==> config.mk <==
export PLATFORM = sky130hd
export DESIGN_NAME = mem_port_arbiter_flat
export DESIGN_NICKNAME = d
export VERILOG_FILES = /design/src/rtl/mem_port_arbiter_pkg.sv /design/src/rtl/mem_port_arbiter_if.sv /design/src/rtl/mem_port_arbiter_starve_ctr.sv /design/src/rtl/mem_port_arbiter.sv /design/src/flat_wrapper.sv
export SDC_FILE = /design/constraint.sdc
export NUM_CORES = 1
export LEC_CHECK = 0
export BUFFER_PORTS_ARGS = -buffer_cell sky130_fd_sc_hd__buf_2
export CAP_MARGIN = 20
export CORE_AREA = 10 10 195 197
export DETAILED_ROUTE_END_ITERATION = 10
export DIE_AREA = 0 0 205 207
export GPL_TIMING_DRIVEN = 0
export PLACE_DENSITY_LB_ADDON = 0.1
export RECOVER_POWER = 50
export SLEW_MARGIN = 20
export SYNTH_ARGS = -nofsm -noshare
export SYNTH_HDL_FRONTEND = slang
export SYNTH_HIERARCHICAL = 1
export SYNTH_SLANG_ARGS = --single-unit
==> constraint.sdc <==
create_clock -name clk -period 2.35 [get_ports clk]
set_input_delay 0.47 -clock clk [delete_from_list [all_inputs] [get_ports clk]]
set_output_delay 0.47 -clock clk [all_outputs]
set_load 0.03 [all_outputs]
==> src/rtl/mem_port_arbiter_pkg.sv <==
// rtl/mem_port_arbiter_pkg.sv - shared types and constants for the memory port arbiter
package mem_arb_pkg;

  typedef enum logic [1:0] {IDLE, ISSUE, WAIT} arb_state_t;
  typedef enum logic {GNT_IF, GNT_DM} grant_t;

  localparam int WAIT_W = 4;

endpackage

==> src/rtl/mem_port_arbiter_if.sv <==
// rtl/mem_port_arbiter_if.sv - fetch, data and memory-side signals of the arbiter
interface mem_port_arbiter_if #(
  parameter int ADDR_W = 64,
  parameter int DATA_W = 64
);

  logic              if_req;
  logic [ADDR_W-1:0] if_addr;
  logic [DATA_W-1:0] if_rdata;
  logic              if_ack;
  logic              if_stall;

  logic              dm_req;
  logic              dm_we;
  logic [ADDR_W-1:0] dm_addr;
  logic [DATA_W-1:0] dm_wdata;
  logic [DATA_W-1:0] dm_rdata;
  logic              dm_ack;
  logic              dm_stall;

  logic              mem_en;
  logic              mem_we;
  logic [ADDR_W-1:0] mem_addr;
  logic [DATA_W-1:0] mem_wdata;
  logic [DATA_W-1:0] mem_rdata;

  modport slave (
    input  if_req, if_addr, dm_req, dm_we, dm_addr, dm_wdata, mem_rdata,
    output if_rdata, if_ack, if_stall, dm_rdata, dm_ack, dm_stall,
           mem_en, mem_we, mem_addr, mem_wdata
  );

  modport master (
    output if_req, if_addr, dm_req, dm_we, dm_addr, dm_wdata, mem_rdata,
    input  if_rdata, if_ack, if_stall, dm_rdata, dm_ack, dm_stall,
           mem_en, mem_we, mem_addr, mem_wdata
  );

endinterface

==> src/rtl/mem_port_arbiter_starve_ctr.sv <==
// rtl/mem_port_arbiter_starve_ctr.sv - saturating count of DM wins over a waiting fetch
module arb_starve_ctr
  import mem_arb_pkg::*;
#(
  parameter int STARVE_MAX = 3
) (
  input  logic   clk,
  input  logic   reset,
  input  logic   arb_fire,
  input  logic   if_req,
  input  grant_t gnt,
  output logic   force_if
);

  localparam int CNT_W = ($clog2(STARVE_MAX + 1) < 1) ? 1 : $clog2(STARVE_MAX + 1);

  logic [CNT_W-1:0] cnt;

  always_ff @(posedge clk or negedge reset) begin
    if (!reset) begin
      cnt <= '0;
    end else if (arb_fire) begin
      if (gnt == GNT_IF) begin
        cnt <= '0;
      end else if (if_req && !force_if) begin
        cnt <= cnt + 1'b1;
      end
    end
  end

  assign force_if = (cnt == CNT_W'(STARVE_MAX));

endmodule

==> src/rtl/mem_port_arbiter.sv <==
// rtl/mem_port_arbiter.sv - shares one single-port memory between the fetch and data ports
module mem_port_arbiter
  import mem_arb_pkg::*;
#(
  parameter int ADDR_W     = 64,
  parameter int DATA_W     = 64,
  parameter int MEM_LAT    = 2,
  parameter int STARVE_MAX = 3
) (
  input  logic               clk,
  input  logic               reset,
  mem_port_arbiter_if.slave  bus
);

  arb_state_t        state;
  arb_state_t        next_state;
  grant_t            grant;
  grant_t            arb_gnt;
  logic [WAIT_W-1:0] wait_cnt;
  logic              mem_we_q;
  logic [ADDR_W-1:0] mem_addr_q;
  logic [DATA_W-1:0] mem_wdata_q;
  logic              arb_fire;
  logic              done;
  logic              force_if;

  // DM has priority unless the fetch port has been passed over STARVE_MAX times in a row
  assign arb_gnt = (bus.if_req && (!bus.dm_req || force_if)) ? GNT_IF : GNT_DM;

  arb_starve_ctr #(
    .STARVE_MAX (STARVE_MAX)
  ) u_starve (
    .clk      (clk),
    .reset    (reset),
    .arb_fire (arb_fire),
    .if_req   (bus.if_req),
    .gnt      (arb_gnt),
    .force_if (force_if)
  );

  always_ff @(posedge clk or negedge reset) begin
    if (!reset) begin
      state <= IDLE;
    end else begin
      state <= next_state;
    end
  end

  always_comb begin
    next_state = state;
    arb_fire   = 1'b0;
    done       = 1'b0;
    case (state)
      IDLE: begin
        if (bus.if_req || bus.dm_req) begin
          arb_fire   = 1'b1;
          next_state = ISSUE;
        end
      end
      ISSUE: begin
        next_state = WAIT;
      end
      WAIT: begin
        if (wait_cnt == WAIT_W'(1)) begin
          done       = 1'b1;
          next_state = IDLE;
        end
      end
      default: begin
        next_state = IDLE;
      end
    endcase
  end

  always_ff @(posedge clk or negedge reset) begin
    if (!reset) begin
      grant       <= GNT_IF;
      wait_cnt    <= '0;
      mem_we_q    <= 1'b0;
      mem_addr_q  <= '0;
      mem_wdata_q <= '0;
    end else begin
      if (arb_fire) begin
        grant      <= arb_gnt;
        mem_addr_q <= (arb_gnt == GNT_IF) ? bus.if_addr : bus.dm_addr;
        mem_we_q   <= (arb_gnt == GNT_DM) && bus.dm_we;
        if (arb_gnt == GNT_DM) begin
          mem_wdata_q <= bus.dm_wdata;
        end
      end
      if (state == ISSUE) begin
        wait_cnt <= WAIT_W'(MEM_LAT);
      end else if (state == WAIT) begin
        wait_cnt <= wait_cnt - 1'b1;
      end
    end
  end

  assign bus.mem_en    = (state == ISSUE);
  assign bus.mem_we    = mem_we_q;
  assign bus.mem_addr  = mem_addr_q;
  assign bus.mem_wdata = mem_wdata_q;

  // Read data is a gated pass-through so both rdata ports read 0 outside their ack cycle
  assign bus.if_ack   = done && (grant == GNT_IF);
  assign bus.dm_ack   = done && (grant == GNT_DM);
  assign bus.if_rdata = bus.if_ack ? bus.mem_rdata : '0;
  assign bus.dm_rdata = bus.dm_ack ? bus.mem_rdata : '0;
  assign bus.if_stall = bus.if_req && !bus.if_ack;
  assign bus.dm_stall = bus.dm_req && !bus.dm_ack;

endmodule

==> src/flat_wrapper.sv <==
// flat-port wrapper written by rule: the top's interface ports become plain ports
module mem_port_arbiter_flat import mem_arb_pkg::*;
#(
  parameter int ADDR_W     = 64,
  parameter int DATA_W     = 64,
  parameter int MEM_LAT    = 2,
  parameter int STARVE_MAX = 3
)
  (clk, reset, bus_if_req, bus_if_addr, bus_dm_req, bus_dm_we, bus_dm_addr, bus_dm_wdata, bus_mem_rdata, bus_if_rdata, bus_if_ack, bus_if_stall, bus_dm_rdata, bus_dm_ack, bus_dm_stall, bus_mem_en, bus_mem_we, bus_mem_addr, bus_mem_wdata);
  mem_port_arbiter_if #(.ADDR_W(ADDR_W), .DATA_W(DATA_W)) bus_i ();
  input  logic clk;
  input  logic reset;
  input wire logic [$bits(bus_i.if_req)-1:0] bus_if_req;
  input wire logic [$bits(bus_i.if_addr)-1:0] bus_if_addr;
  input wire logic [$bits(bus_i.dm_req)-1:0] bus_dm_req;
  input wire logic [$bits(bus_i.dm_we)-1:0] bus_dm_we;
  input wire logic [$bits(bus_i.dm_addr)-1:0] bus_dm_addr;
  input wire logic [$bits(bus_i.dm_wdata)-1:0] bus_dm_wdata;
  input wire logic [$bits(bus_i.mem_rdata)-1:0] bus_mem_rdata;
  output wire logic [$bits(bus_i.if_rdata)-1:0] bus_if_rdata;
  output wire logic [$bits(bus_i.if_ack)-1:0] bus_if_ack;
  output wire logic [$bits(bus_i.if_stall)-1:0] bus_if_stall;
  output wire logic [$bits(bus_i.dm_rdata)-1:0] bus_dm_rdata;
  output wire logic [$bits(bus_i.dm_ack)-1:0] bus_dm_ack;
  output wire logic [$bits(bus_i.dm_stall)-1:0] bus_dm_stall;
  output wire logic [$bits(bus_i.mem_en)-1:0] bus_mem_en;
  output wire logic [$bits(bus_i.mem_we)-1:0] bus_mem_we;
  output wire logic [$bits(bus_i.mem_addr)-1:0] bus_mem_addr;
  output wire logic [$bits(bus_i.mem_wdata)-1:0] bus_mem_wdata;
  assign bus_i.if_req = bus_if_req;
  assign bus_i.if_addr = bus_if_addr;
  assign bus_i.dm_req = bus_dm_req;
  assign bus_i.dm_we = bus_dm_we;
  assign bus_i.dm_addr = bus_dm_addr;
  assign bus_i.dm_wdata = bus_dm_wdata;
  assign bus_i.mem_rdata = bus_mem_rdata;
  assign bus_if_rdata = bus_i.if_rdata;
  assign bus_if_ack = bus_i.if_ack;
  assign bus_if_stall = bus_i.if_stall;
  assign bus_dm_rdata = bus_i.dm_rdata;
  assign bus_dm_ack = bus_i.dm_ack;
  assign bus_dm_stall = bus_i.dm_stall;
  assign bus_mem_en = bus_i.mem_en;
  assign bus_mem_we = bus_i.mem_we;
  assign bus_mem_addr = bus_i.mem_addr;
  assign bus_mem_wdata = bus_i.mem_wdata;
  mem_port_arbiter #(.ADDR_W(ADDR_W), .DATA_W(DATA_W), .MEM_LAT(MEM_LAT), .STARVE_MAX(STARVE_MAX)) u_core (.clk(clk), .reset(reset), .bus(bus_i));
endmodule
==> out/metrics.yaml <==
tritoncts: "done"
grtUsageMet1: 0.1635
ys_warn_count: 6
arrival_ns: 2.34
drc: 0
drv_cap: 0
synthTopCellsByArea: "dfrtp_1, and2_1, mux2_2"
synth-seq-cells: 138
cts.sinks: 138
ys_seq_area_frac: 0.4937
start_kind: "flop"
synthesis.area_um2: 6994
antenna_found_initial: 28
initial_core_util: 0.2050
clock_latency_ns: 0.43
chipWidth_um: 205
portBuffers: 522
dr.pass1.iters: 5
hold_viol: 0
first_iter_violations: 360
worst_slew_pin_slew_ns: 1.259
rsz0062_at_grt: "yes"
htreeDepth: 4
wire_per_inst_um: 23.26
required_ns: 1.88
syn_to_final_growth_pct: 76.73
grt_pass1_vias: 8082
hpwl_um: 31770
min_period_ns: 2.813
status: "finished with violations"
met2_usage: 0.3330
pre_cts_slack_ns: -0.1614
grt-ovfl-total: 0
clockBufferDepth: 2
grtUsageTotal: 0.1740
synth_edf_count: 0
crit_fanout: 5
setup_violations: 132
fin_nets: 1540
power_leakage_uw: 0.005979
critPathTopFamily: "simple AND/OR/NAND/NOR gates"
r2r-start: "u_core/u_starve/cnt[0]"
cp.depth: 9
p_per_area_nw_per_um2: 1206
clock.fmax_ghz: 0.3555
final_design_area_no_fill_um2: 12360
syn_avg_cell_area_um2: 9.949
synth_fp_nets: 971
clkSlewWorstSetupHoldPaths_ns: 0.07
rrSetupSlack_ns: 0.25
yosysMostFrequentCell: "dfrtp_1"
ant_nets: 0
vias: 7749
cts_root_buf: "clkbuf_16"
relSlewSlack: 0.1606
io_pins: 523
yosysTopAreaCellShare: 0.4937
cts_buffers: 17
fin_ws_ns: -0.4629
synth_top_area_cell: "dfrtp_1"
drive_gt1_frac: 0.6218
viasPerCell: 4.433
dpl_cell_area_um2: 10240
fin_skew_ns: 0.009718
worstHoldPathType: "input port to flop"
ir_drop_mv: 0.7224
violations: "setup timing"
grt.busiest_layer: "met2"
finalCritPeriodShare: 1.197
yosys-top-cells-count: "dfrtp_1, and2_1, nor2_1, a31oi_1, o21ai_0"
path_buf_inv: 5
fin_util: 0.3623
crit_path_end_kind: "primary output"
async_flop_share: 1.000
drt_wl_total_um: 40660
grt_pass1_wl_um: 55280
path_common_cell: "buf_6"
rows: 68
ff2ff_path_depth: 7
ys.flop_type: "dfrtp_1"
place_congestion: 0.9705
slowest_stage: "or3b_4"
die_h_um: 207
path_class: "flop to primary output"
use_met3: 0.06039
core_um2: 34120
fp.dieArea_um2: 42440
grt_max_degree: 83
r2r-end: "u_core/u_starve/cnt[1]"
synth_cells: 703
slew_viol_final: 0
yosys.cell_types.count: 29
cp-endpoint: "bus_if_rdata[30]"
setup.worst_path.start: "u_core/wait_cnt[1]"
cp_cell_sequence: "inv_2 -> ha_4 -> or3b_4 -> nor3_4 -> buf_6 -> buf_8 -> buf_6 -> and2_4 -> buf_6"
max_stage_delay_ns: 0.41
==> registers in the layout, indices dropped and copies added, names as in the netlist <==
| name | count |
|---|---|
| u_core/bus.mem_addr | 64 |
| u_core/state | 2 |
| u_core/wait_cnt | 4 |
| u_core/bus.mem_wdata | 64 |
| u_core/u_starve/cnt | 2 |
| u_core/bus.mem_we | 1 |
| u_core/grant | 1 |
==> worst min-delay path by stage <==
stage | depth (start not counted) | slack (ns) | start | end
finish | 2 | 0.26 | bus_dm_wdata[18] | u_core/bus.mem_wdata[18]
global route | 2 | 0.24 | bus_dm_wdata[45] | u_core/bus.mem_wdata[45]
CTS | 2 | 0.24 | bus_dm_wdata[19] | u_core/bus.mem_wdata[19]
detailed placement | 1 | 0.26 | reset | u_core/bus.mem_addr[59]
global placement | 1 | 0.48 | u_core/bus.mem_wdata[47] | u_core/bus.mem_wdata[47]
floorplan | 0 | 0.17 | reset | u_core/bus.mem_addr[0]
==> power breakdown <==
part / switching, uW / internal, uW
Combinational: 5160 / 2630
Clock: 1190 / 1720
Sequential: 612 / 3600
==> stage by stage <==
stage	TNS (ns)	power [uW]	hold slack (ns)	instances
after floorplan	0	9210	0.1744	703
after global placement	-216.96	11900	0.4847	1680
after detailed placement	-0.7537	11910	0.2650	1682
after CTS	-43.90	15040	0.2376	1723
after global routing	-67.26	15870	0.2426	1748
final	-50.03	14910	0.2650	1748
==> cells by family after synthesis <==
family,Yosys count,share of synthesized area
adders and majority gates,7,0.01252
buffers and inverters,73,0.05581
and+or+nand+nor,212,0.1690
muxes,67,0.1075
AOI/OAI and AO/OA,206,0.1614
DFF,138,0.4937
==> routing by layer <==
| layer | vias up | part of all wire |
|---|---|---|
| li1 | 3568 | - |
| met1 | 3737 | 0.33 |
| met2 | 366 | 0.55 |
| met3 | 72 | 0.086 |
| met4 | 6 | 0.030 |
| met5 | - | 0.0010 |
==> cell type report <==
type / count / area [um^2]
well taps: 455 / 569.3
multi-input cells: 492 / 3442
clock inverters: 14 / 182.7
plain buffers: 62 / 395.4
clock buffers: 18 / 439.2
repair buffers: 551 / 3821
inverters: 10 / 37.54
flip-flops and latches: 138 / 3453
fillers: 3460 / 21760
diodes: 8 / 20.02
==> repair_timing <==
item / CTS / global route
pin swaps: 5 / 63
buffers inserted: 5 / 8
setup endpoints to repair: 132 / 170
hold buffers: 1 / 0
gates resized for setup: 265 / 182
hold endpoints to repair: 5 / 0
gates cloned: 3 / 10
==> cells in the final DEF (no fill, tap or decap), drive strengths merged, types with 3 or more instances in the layout <==
master,synthesis,layout
buf,39,582
clkinvlp,0,3
dfrtp,138,138
a21oi,65,65
clkbuf,24,48
bufinv,0,3
a31oi,67,67
and2,128,128
nor2,68,68
nor2b,4,4
mux2,65,65
diode,0,8
nand2b,4,4
o21ai,70,70
inv,10,16
ha,7,7
nor3,3,3
nand2,3,3
No activity file was read; power rests on OpenSTA's default activity.
